$ cat src/rtl/iso7816_rx_sequencer.sv
// ISO7816 receive sequencer: acknowledges receiver flags, drives T=0 error
// signals on parity errors, delivers bytes on valid/ready and supervises waiting time.
module iso7816_rx_sequencer #(
   parameter int CLOCK_PER_BIT_WIDTH = 13,
   parameter int WT_WIDTH            = 24,
   parameter int RETRY_WIDTH         = 3
) (
   input  logic                           clk,
   input  logic                           reset,
   input  logic                           enable,
   input  logic [CLOCK_PER_BIT_WIDTH-1:0] clocksPerBit,
   input  logic                           errSigEnable,
   input  logic                           errSig2Etu,
   input  logic [RETRY_WIDTH-1:0]         maxRetry,
   input  logic [WT_WIDTH-1:0]            waitTime,
   input  logic                           clearStatus,
   input  logic [7:0]                     rxDataOut,
   input  logic                           rxDataOutReadyFlag,
   input  logic                           rxFrameErrorFlag,
   input  logic                           rxOverrunErrorFlag,
   input  logic                           rxEndOfRx,
   input  logic                           rxStartBit,
   output logic                           rxAckFlags,
   output logic                           ioDriveLow,
   output logic [7:0]                     outData,
   output logic                           outParityError,
   output logic                           outValid,
   input  logic                           outReady,
   output logic [RETRY_WIDTH-1:0]         retryCount,
   output logic                           overrunSticky,
   output logic                           timeoutSticky,
   output logic                           timeoutPulse,
   output logic                           busy
);

   typedef enum logic [2:0] {IDLE, RX, CHECK, ERRWAIT, ERRSIG, DELIVER} state_t;

   localparam logic [CLOCK_PER_BIT_WIDTH:0] ETU_ONE   = 1;
   localparam logic [WT_WIDTH-1:0]          WT_ONE    = 1;
   localparam logic [RETRY_WIDTH-1:0]       RETRY_ONE = 1;

   state_t                         r_state;
   logic [CLOCK_PER_BIT_WIDTH:0]   r_etuCnt;
   logic [WT_WIDTH-1:0]            r_wtCnt;

   logic [CLOCK_PER_BIT_WIDTH-1:0] w_half;
   logic [CLOCK_PER_BIT_WIDTH:0]   w_sigLen;
   logic [CLOCK_PER_BIT_WIDTH:0]   w_etuNext;
   logic [WT_WIDTH-1:0]            w_wtNext;
   logic                           w_anyFlag;

   // One extra counter bit lets a 2-etu error signal at the largest etu fit without wrapping.
   assign w_half    = clocksPerBit >> 1;
   assign w_sigLen  = errSig2Etu ? {clocksPerBit, 1'b0} : {1'b0, clocksPerBit};
   assign w_etuNext = r_etuCnt + ETU_ONE;
   assign w_wtNext  = r_wtCnt + WT_ONE;
   assign w_anyFlag = rxDataOutReadyFlag | rxFrameErrorFlag | rxOverrunErrorFlag;

   assign rxAckFlags = (r_state == CHECK) && w_anyFlag;
   assign busy       = (r_state != IDLE);

   always_ff @(posedge clk) begin
      if (reset) begin
         r_state        <= IDLE;
         r_etuCnt       <= '0;
         r_wtCnt        <= '0;
         ioDriveLow     <= 1'b0;
         outData        <= '0;
         outParityError <= 1'b0;
         outValid       <= 1'b0;
         retryCount     <= '0;
         overrunSticky  <= 1'b0;
         timeoutSticky  <= 1'b0;
         timeoutPulse   <= 1'b0;
      end else begin
         timeoutPulse <= 1'b0;
         // Clearing comes first so that a set in the same cycle takes precedence.
         if (clearStatus) begin
            overrunSticky <= 1'b0;
            timeoutSticky <= 1'b0;
         end

         if (!enable || r_state != IDLE || rxStartBit || waitTime == '0) begin
            r_wtCnt <= '0;
         end else if (r_wtCnt < waitTime) begin
            r_wtCnt <= w_wtNext;
            if (w_wtNext == waitTime) begin
               timeoutPulse  <= 1'b1;
               timeoutSticky <= 1'b1;
            end
         end

         if (!enable) begin
            r_state    <= IDLE;
            r_etuCnt   <= '0;
            ioDriveLow <= 1'b0;
            outValid   <= 1'b0;
            retryCount <= '0;
         end else begin
            case (r_state)
               IDLE: begin
                  if (rxStartBit) r_state <= RX;
               end
               RX: begin
                  if (rxEndOfRx) r_state <= CHECK;
               end
               CHECK: begin
                  r_etuCnt <= '0;
                  if (rxOverrunErrorFlag) overrunSticky <= 1'b1;
                  if (rxDataOutReadyFlag) begin
                     outData        <= rxDataOut;
                     outParityError <= 1'b0;
                     retryCount     <= '0;
                     outValid       <= 1'b1;
                     r_state        <= DELIVER;
                  end else if (rxFrameErrorFlag && errSigEnable && retryCount < maxRetry) begin
                     retryCount <= retryCount + RETRY_ONE;
                     if (w_half == '0) begin
                        ioDriveLow <= 1'b1;
                        r_state    <= ERRSIG;
                     end else begin
                        r_state    <= ERRWAIT;
                     end
                  end else if (rxFrameErrorFlag) begin
                     outData        <= rxDataOut;
                     outParityError <= 1'b1;
                     retryCount     <= '0;
                     outValid       <= 1'b1;
                     r_state        <= DELIVER;
                  end else begin
                     r_state <= IDLE;
                  end
               end
               ERRWAIT: begin
                  if (w_etuNext >= {1'b0, w_half}) begin
                     r_etuCnt   <= '0;
                     ioDriveLow <= 1'b1;
                     r_state    <= ERRSIG;
                  end else begin
                     r_etuCnt <= w_etuNext;
                  end
               end
               ERRSIG: begin
                  if (w_etuNext >= w_sigLen) begin
                     r_etuCnt   <= '0;
                     ioDriveLow <= 1'b0;
                     r_state    <= IDLE;
                  end else begin
                     r_etuCnt <= w_etuNext;
                  end
               end
               DELIVER: begin
                  if (outReady) begin
                     outValid <= 1'b0;
                     r_state  <= IDLE;
                  end
               end
               default: r_state <= IDLE;
            endcase
         end
      end
   end

endmodule

$ cat config.mk
export PLATFORM = sky130hd
export DESIGN_NAME = iso7816_rx_sequencer
export DESIGN_NICKNAME = d
export VERILOG_FILES = /design/src/rtl/iso7816_rx_sequencer.sv
export SDC_FILE = /design/constraint.sdc
export NUM_CORES = 1
export LEC_CHECK = 0
export ABC_AREA = 1
export CAP_MARGIN = 30
export CORE_AREA = 3 3 125 79
export CTS_BUF_LIST = sky130_fd_sc_hd__clkbuf_4 sky130_fd_sc_hd__clkbuf_8
export DETAILED_ROUTE_END_ITERATION = 16
export DIE_AREA = 0 0 128 82
export GPL_TIMING_DRIVEN = 0
export PLACE_DENSITY = 0.83
export SLEW_MARGIN = 20
export SYNTH_ARGS = -nofsm -noshare
export SYNTH_HDL_FRONTEND = slang
export SYNTH_SLANG_ARGS = --single-unit
$ cat constraint.sdc
create_clock -name clk -period 4.5 [get_ports clk]
set_clock_uncertainty 0.15 [all_clocks]
set_input_delay 0.9 -clock clk [delete_from_list [all_inputs] [get_ports clk]]
set_output_delay 0.9 -clock clk [all_outputs]
set_load 0.01 [all_outputs]
After elaboration in Yosys (flattened, before gate mapping)
Cells that the tools add are included.
- register bits after elaboration: 58
- input bits: 60
- logic and storage cells: 103
- add/subtract/negate cells: 3
- mux-type cells: 41
- bitwise gates (word level): 4
- reductions and logical operators: 23
- equality and inequality tests: 17
- order comparisons: 4
- operators with widths (operator ; count):
    $mux 14 ; 3
    $pmux 14 s3 ; 1
    $mux 3 ; 12
    $add 24x1->24 const B ; 1
    $eq 24x24->1 ; 1
    $logic_not 24->1 ; 1
    $lt 24x24->1 ; 1
    $mux 8 ; 3
    $mux 1 ; 19
    $pmux 3 s6 ; 1
    $add 14x1->14 const B ; 1
    $ge 14x12->1 ; 1
    $ge 14x14->1 ; 1
    $ne 2x2->1 const B ; 7
    $logic_not 13->1 ; 1
    $reduce_bool 3->1 ; 3
    $reduce_and 4->1 ; 2
    $eq 3x2->1 const B ; 2
    $eq 3x3->1 const B ; 2
    $ne 3x3->1 const B ; 2
    $reduce_and 6->1 ; 1
    $reduce_and 5->1 ; 1
    $ne 2x1->1 const B ; 2
    $reduce_bool 2->1 ; 2
    14 further kinds ; 21

Logic depth before layout (Yosys ltp)
Gate-level depths: netlist (run 1).
- depth in word-level cells: 5
- mapped depth: 19
- mapped depth without buffers: 19

Worst setup path after synthesis (run 1)
No wires, ideal clock.
- path type: input to register
- start point: in errSig2Etu
- end point: reg r_etuCnt[3]
- library setup time: 0.072 ns
- stages: 16
- required time: 4.278 ns
- arrival: 2.821 ns
- path buffers: 3
- path slack: 1.457 ns
- cell sequence: clkbuf_1 -> clkbuf_1 -> o21ai_0 -> ha_1 -> nand2_1 -> inv_1 -> nand3_1 -> nor2_1 -> nor3b_1 -> nand3_2 -> nand2_2 -> nand2_4 -> nand2_2 -> buf_6 -> nand2_1 -> a21oi_1
- cells in the longest elaborated chain, start to end: 4
- RTL lines (element ; RTL line ; source):
    start, declared ; 13 ; input logic errSig2Etu,
    $mux 14 ; 54 ; assign w_sigLen = errSig2Etu ? {clocksPerBit, 1'b0} : {1'b0, clocksPerBit};
    $ge 14x14->1 ; 144 ; if (w_etuNext >= w_sigLen) begin
    $mux 14 ; 144 ;
    $pmux 14 s3 ; 100 ; case (r_state)
    end signal, assigned ; 140 ; r_etuCnt <= w_etuNext;
    end signal, assigned ; 149 ; r_etuCnt <= w_etuNext;
    end, declared ; 43 ; logic [CLOCK_PER_BIT_WIDTH:0] r_etuCnt;
No other way between the ends.
A chain may end at the register's enable or synchronous reset.

Final worst setup path (run 1)
- start point: reg r_etuCnt[0]
- end point: reg r_etuCnt[11]
- cells in the longest elaborated chain, start to end: 4
- RTL lines (element ; RTL line ; source):
    $add 14x1->14 (*) ; 55 ; assign w_etuNext = r_etuCnt + ETU_ONE;
    $ge 14x14->1 or $ge 14x12->1 (tied branches) ; 144, 135 ;
    $mux 14 (on tied branches) ; 144, 135 ;
    $pmux 14 s3 (*) ; 100 ;
Mark *: on every way between the ends. The rest lies on a longest branch, timed or not.

==> results of run 1 <==
## where the power goes
group	switching [mW]	internal, mW	leakage (nW)
sequential	0.00612	0.520	0.468
combinational	0.151	0.112	2.42
clock	0.230	0.356	0.119
total	0.387	0.988	3.00
## path summary, 6_finish.rpt
| kind | cells after the start | start | slack, ns | to |
|---|---|---|---|---|
| max reg2reg | 19 | r_etuCnt[0]$_SDFFE_PP0N_ | 0.73 | r_etuCnt[11]$_SDFFE_PP0N_ |
| min reg2reg | 2 | outParityError$_SDFFE_PP0P_ | 0.30 | outParityError$_SDFFE_PP0P_ |
| max | 19 | r_etuCnt[0]$_SDFFE_PP0N_ | 0.73 | r_etuCnt[11]$_SDFFE_PP0N_ |
| min | 2 | outParityError$_SDFFE_PP0P_ | 0.30 | outParityError$_SDFFE_PP0P_ |
## through the flow
| stage | std cells | hold slack [ns] | power (mW) | worst slack (ns) |
|---|---|---|---|---|
| 2_1_floorplan | 868 | 0.295 | 0.672 | 1.46 |
| 3_3_place_gp | 1061 | 0.283 | 0.783 | 0.557 |
| 3_5_place_dp | 1061 | 0.288 | 0.792 | 0.568 |
| 4_1_cts | 1077 | 0.299 | 1.37 | 0.801 |
| 5_1_grt | 1077 | 0.320 | 1.43 | 0.432 |
| 6_report | 1077 | 0.296 | 1.38 | 0.725 |
## state kept, by name, indices dropped and copies added, names as in the netlist, 3 cells and up
| signal | flops |
|---|---|
| r_state | 3 |
| outData | 8 |
| r_etuCnt | 14 |
| retryCount | 3 |
| r_wtCnt | 24 |
## cell families (layout without fill, tap and decap cells)
kind of cell               count (synthesis)  after routing  synth area share [%]
DFF                                       58             58                  22.0
adders and majority gates                 54             54                  12.8
buffers and inverters                    143            236                  10.5
xor gates and xnor gates                  13             13                  2.30
AOI/OAI and AO/OA                        149            149                  14.7
and+or+nand+nor                          451            451                  37.7
## synth_stat cells, types with 2 or more instances
| cell | instances | area share [%] |
|---|---|---|
| nor2_2 | 4 | 0.47 |
| dfxtp_1 | 58 | 22 |
| xnor2_1 | 5 | 0.83 |
| nand2_2 | 7 | 0.83 |
| nand3_1 | 57 | 5.4 |
| clkinv_1 | 2 | 0.14 |
| o21ai_1 | 2 | 0.19 |
| ha_1 | 54 | 13 |
| nand4_1 | 18 | 2.1 |
| buf_2 | 3 | 0.28 |
| nand2_1 | 241 | 17 |
| nor2_1 | 93 | 6.6 |
| o21ai_0 | 55 | 5.2 |
| nor3_1 | 8 | 0.76 |
| inv_1 | 125 | 8.9 |
| clkbuf_1 | 10 | 0.71 |
| a21oi_1 | 81 | 7.7 |
| nand3_2 | 6 | 1.1 |
| o21bai_1 | 3 | 0.43 |
| a211oi_1 | 2 | 0.28 |
| xor2_1 | 7 | 1.2 |
| o21ai_2 | 3 | 0.50 |
| nor2_4 | 4 | 0.85 |
| nand2_4 | 3 | 0.64 |
## routing by layer
layer	GRT usage, %	up-vias	wire length, µm
met3	10.1	41	2120
met2	46.7	326	6840
met1	50.2	2833	8400
met4	7.94	2	264
li1	-	2995	-
met5	5.88	-	76
## critical path: cells and delay by family, from the launching register on
kind,cells,cell delay [ns]
buffers and inverters,2,0.22
XOR/XNOR,1,0.31
flip-flops,1,0.47
adder cells (fa/ha/maj),1,0.31
AND/OR/NAND/NOR,14,2.03
AO/OA/AOI/OAI,1,0.19
## layout make-up
| type | instances | area (µm²) |
|---|---|---|
| Multi-Input combinational cell | 667 | 3570 |
| Fill cell | 753 | 2480 |
| Sequential cell | 58 | 1160 |
| Timing Repair Buffer | 77 | 771 |
| Inverter | 128 | 480 |
| Clock buffer | 12 | 165 |
| Tap cell | 116 | 145 |
| Clock inverter | 4 | 72.6 |
| Buffer | 15 | 71.3 |
==> metrics.txt, run 1 <==
GRT Residual Overflow=0; post-layout util=72.1%; I/O Buffers=77; Core Area=0.00892 mm²; gpl congestion=1.08; status=finished clean; CP endpoint kind=register; vias in the first global route=5,496; CTS HTree Levels=3; worst-path cell chain=nand3_1 -> nor2_1 -> nand2_1 -> nor3_1 -> nand3_1 -> xnor2_1 -> ha_1 -> nand2_1 -> inv_1 -> nand3_1 -> nor2_1 -> nor3b_1 -> nand3_2 -> nand2_2 -> nand2_4 -> nand2_2 -> buf_6 -> nand2_1 -> a21oi_1; Tot GR Track Use=33.8%; Detailed Route WL=17,700 µm; Reg clk slew, reported paths=0.08 ns; initial antenna violation count=0; Crit Path Max Fanout=10; first-pass GRT wire length=27,500 µm; Yosys warnings=0; Fin. Hold Viols=0; Placed Area=0.00620 mm²; Vias/cell=5.75; design area=0.00643 mm²; Num CTS Buffers=9; ANT cells=0; via count=6,197; Max-slew headroom=56.1%; Critical Path Max Stage Delay=0.47 ns; Syn Inst Count=868; Die Height=82 µm; slowest CP cell=dfxtp_1; fin crit period=3.77 ns; most frequent cells in the layout=nand2_1 (241), inv_1 (125), nor2_1 (93); f_max=265 MHz; Die ar.=0.0105 mm²; Clock Root Buffer=clkbuf_8; DRT antenna net count=0; initial core utilization=59.2%; power per cell area=214 mW/mm²; Netlist Area Pre-Place=0.00528 mm²; layout cells sized above 1=5.62%; largest net degree at the start of global routing=11; hold buffers post-CTS=0; Post-CTS Resized=0; Critical Path Start Type=register; Max Slew Vio Count=0; period utilization=83.9%; Max Cap Viol=0; clock sink total=58; Final #Nets=1,070; worst endpoint required time=4.61 ns; maximum VDD drop=0.167 mV; Iteration-0 DRC Markers=629; critical path type=register to register; asr flop ratio synth=0%; Worst-Skew Late Latency=0.35 ns; CTS tree=built; Syn Area/Cell=6.08 µm²; Post-synth top flop=dfxtp_1; post-CTS setup buffer count=0; Synthesized Nets=982; most common cell after layout, fill and taps aside=nand2_1; Leakage=3.00 nW; Seq/Total Area, Yosys=22.0%; Longest Clk Path Bufs=2; synthesis-to-finish area growth=21.8%; unrepaired setup endpoints after global routing=no; I/O Pins=79; Synth Register Bits=58; Post-synth EDFFs=0; DRT Pass-1 Iters=6; setup TNS=0 ns; Cell variety after synth=41; Row Count=27; crit path DAT=3.89 ns; Worst-Margin Slew=0.658 ns; residual DRC count=0; final setup fails=0; Hold WC Path Type=register to register; die width=128 µm; DP HPWL=14,300 µm; DR WL/cell=16.4 µm
(Power assumes the default switching activity.)
==> run 2, diff against run 1 <==
--- a/config.mk
+++ b/config.mk
@@ -7,12 +7,12 @@
 export LEC_CHECK = 0
 export ABC_AREA = 1
 export CAP_MARGIN = 30
-export CORE_AREA = 3 3 125 79
+export CORE_AREA = 3 3 136 85
 export CTS_BUF_LIST = sky130_fd_sc_hd__clkbuf_4 sky130_fd_sc_hd__clkbuf_8
 export DETAILED_ROUTE_END_ITERATION = 16
-export DIE_AREA = 0 0 128 82
+export DIE_AREA = 0 0 139 88
 export GPL_TIMING_DRIVEN = 0
-export PLACE_DENSITY = 0.83
+export PLACE_DENSITY = 0.75
 export SLEW_MARGIN = 20
 export SYNTH_ARGS = -nofsm -noshare
 export SYNTH_HDL_FRONTEND = slang
==> constraint.sdc (replaced) <==
create_clock -name clk -period 3.4 [get_ports clk]
set_clock_uncertainty 0.15 [all_clocks]
set_input_delay 0.68 -clock clk [delete_from_list [all_inputs] [get_ports clk]]
set_output_delay 0.68 -clock clk [all_outputs]
set_load 0.01 [all_outputs]
==> run 2 against run 1 <==
Critical path depth decreased by 13. Combinational power up 29%. Worst setup slack worse by 0.50 ns. Global-route usage fell by 7.3 points. Clock-buffer cell count is 3 lower. Highest routed layer is now met4. Cell count increased by 2.3%.
==> metrics.txt, run 2 (synthesis results as in run 1) <==
Leakage=3.01 nW (+0.31%); Fin. Hold Viols=0 (unchanged); Die ar.=0.0122 mm² (+17%); DRT Pass-1 Iters=6 (unchanged); hold buffers post-CTS=0 (unchanged); largest net degree at the start of global routing=12 (+1); residual DRC count=0 (unchanged); Row Count=29 (+7.4%); max reg flops=24 (unchanged); clock sink total=58 (unchanged); via count=5,900 (-4.8%); crit path DAT=2.35 ns (-1.54 ns); DP HPWL=13,100 µm (-8.4%); final setup fails=0 (unchanged); critical path type=input port to output port; ANT cells=0 (unchanged); Clock Root Buffer=clkbuf_8; most common cell after layout, fill and taps aside=nand2_1; Max-slew headroom=61.4% (+5.3 points); GRT Residual Overflow=0 (unchanged); worst endpoint required time=2.57 ns (-2.04 ns); CP endpoint kind=output port; Reg clk slew, reported paths=0.07 ns (about the same); Max Slew Vio Count=0 (unchanged); Core Area=0.0105 mm² (+17%); Die Height=88 µm (+7.3%); DR WL/cell=14.8 µm (-9.7%); Hold WC Path Type=register to register; Critical Path Start Type=input port; status=finished clean; CTS HTree Levels=3 (unchanged); synthesis-to-finish area growth=22.4%; Num CTS Buffers=9 (unchanged); setup TNS=0 ns (unchanged); fin crit period=3.18 ns; I/O Buffers=77 (unchanged); biggest registers after layout=r_wtCnt x24, r_etuCnt x14, outData x8; CTS tree=built; period utilization=93.4%; I/O Pins=79 (unchanged); Tot GR Track Use=26.5% (-7.3 points); Max Cap Viol=0 (unchanged); Longest Clk Path Bufs=2 (unchanged); Final #Nets=1,072 (+0.19%); vias in the first global route=5,020 (-8.7%); maximum VDD drop=0.158 mV (-5.6%); Crit Path Max Fanout=4 (-6); Iteration-0 DRC Markers=638 (+1.4%); initial core utilization=50.5% (-8.7 points); fillers=1,019 (+35%); DRT antenna net count=0 (unchanged); power per cell area=249 mW/mm² (+17%); layout cells sized above 1=7.06% (+1.4 points); hold slack=0.301 ns (+0.00555 ns); first-pass GRT wire length=25,700 µm (-6.5%); register name with the most flops=r_wtCnt; most frequent cells in the layout=nand2_1 (240), inv_1 (125), nor2_1 (92); die width=139 µm (+8.6%); f_max=315 MHz; gpl congestion=1.02 (-5.3%); Vias/cell=5.35 (-7.0%); Worst-Skew Late Latency=0.35 ns (about the same); Worst-Margin Slew=0.578 ns (-0.0802 ns); Detailed Route WL=16,300 µm (-7.6%); initial antenna violation count=0 (unchanged)
[run 2: cell types whose count changed in the layout (fill, tap and decap cells not counted), moves of 2 or more]
| cell | previous run | this run |
|---|---|---|
| bufinv_16 | 2 | 0 |
| clkbuf_2 | 0 | 2 |
| buf_4 | 1 | 3 |
| clkbuf_1 | 10 | 7 |
| clkinv_2 | 1 | 3 |
| clkinvlp_4 | 1 | 3 |
| clkbuf_8 | 12 | 9 |
| dfxtp_1 | 58 | 56 |
[run 2: cell type report]
class                   count  area (µm²)  area share, %
clock buffers               9         124           1.92
inverters                 128         480           7.43
plain buffers              15        75.1           1.16
flip-flops and latches     58        1170           18.0
repair buffers             79         786           12.2
well taps                 139         174           2.69
multi-input cells         667        3610           55.9
clock inverters             7        46.3          0.716
[run 2: worst max-delay path, stage by stage]
cell and delay, ns:
clkdlybuf4s50_1 0.57, inv_1 0.08, a21oi_1 0.25, inv_1 0.11, nand2_1 0.10, clkdlybuf4s50_1 0.55
[run 2: layer usage]
metal  routed length, µm  share of wire, %  track usage, %  up-vias
met3                2260                14            10.7       29
met4                 205               1.3            6.04        0
li1                    -                 -               -     2998
met1                8420                52            42.4     2565
met5                   0                 0               0        -
met2                5450                33            31.1      308
[run 2: path summary, 6_finish.rpt]
check                              start                          end  slack [ns]  cells after the start
max                   rxDataOutReadyFlag                   rxAckFlags        0.22                      6
min          outParityError$_SDFFE_PP0P_  outParityError$_SDFFE_PP0P_        0.30                      2
max reg2reg     r_etuCnt[0]$_SDFFE_PP0N_    r_etuCnt[10]$_SDFFE_PP0N_        0.24                     19
min reg2reg  outParityError$_SDFFE_PP0P_  outParityError$_SDFFE_PP0P_        0.30                      2
[run 2: power by group]
group / total (mW) / internal, mW / switching, mW
Sequential: 0.697 / 0.688 / 0.00864
Combinational: 0.339 / 0.147 / 0.192
Clock: 0.574 / 0.261 / 0.314
[run 2: through the flow]
step           std cells  setup WS [ns]  utilization, %  power, mW  area [µm²]
3_3_place_gp        1084         -0.226            59.6       1.04        6220
3_5_place_dp        1084         -0.227            59.6       1.04        6220
2_1_floorplan        868          0.552               -      0.890        5280
5_1_grt             1102       -0.00916            61.9       1.69        6460
6_report            1102          0.224            61.9       1.61        6460
4_1_cts             1100         0.0365            61.3       1.61        6410
[run 2: what timing repair did]
| action | in CTS | in global routing |
|---|---|---|
| buffers inserted | 0 | 2 |
| gates resized for setup | 2 | 18 |
| endpoints found under the setup margin | 9 | 35 |
| pin swaps | 0 | 2 |
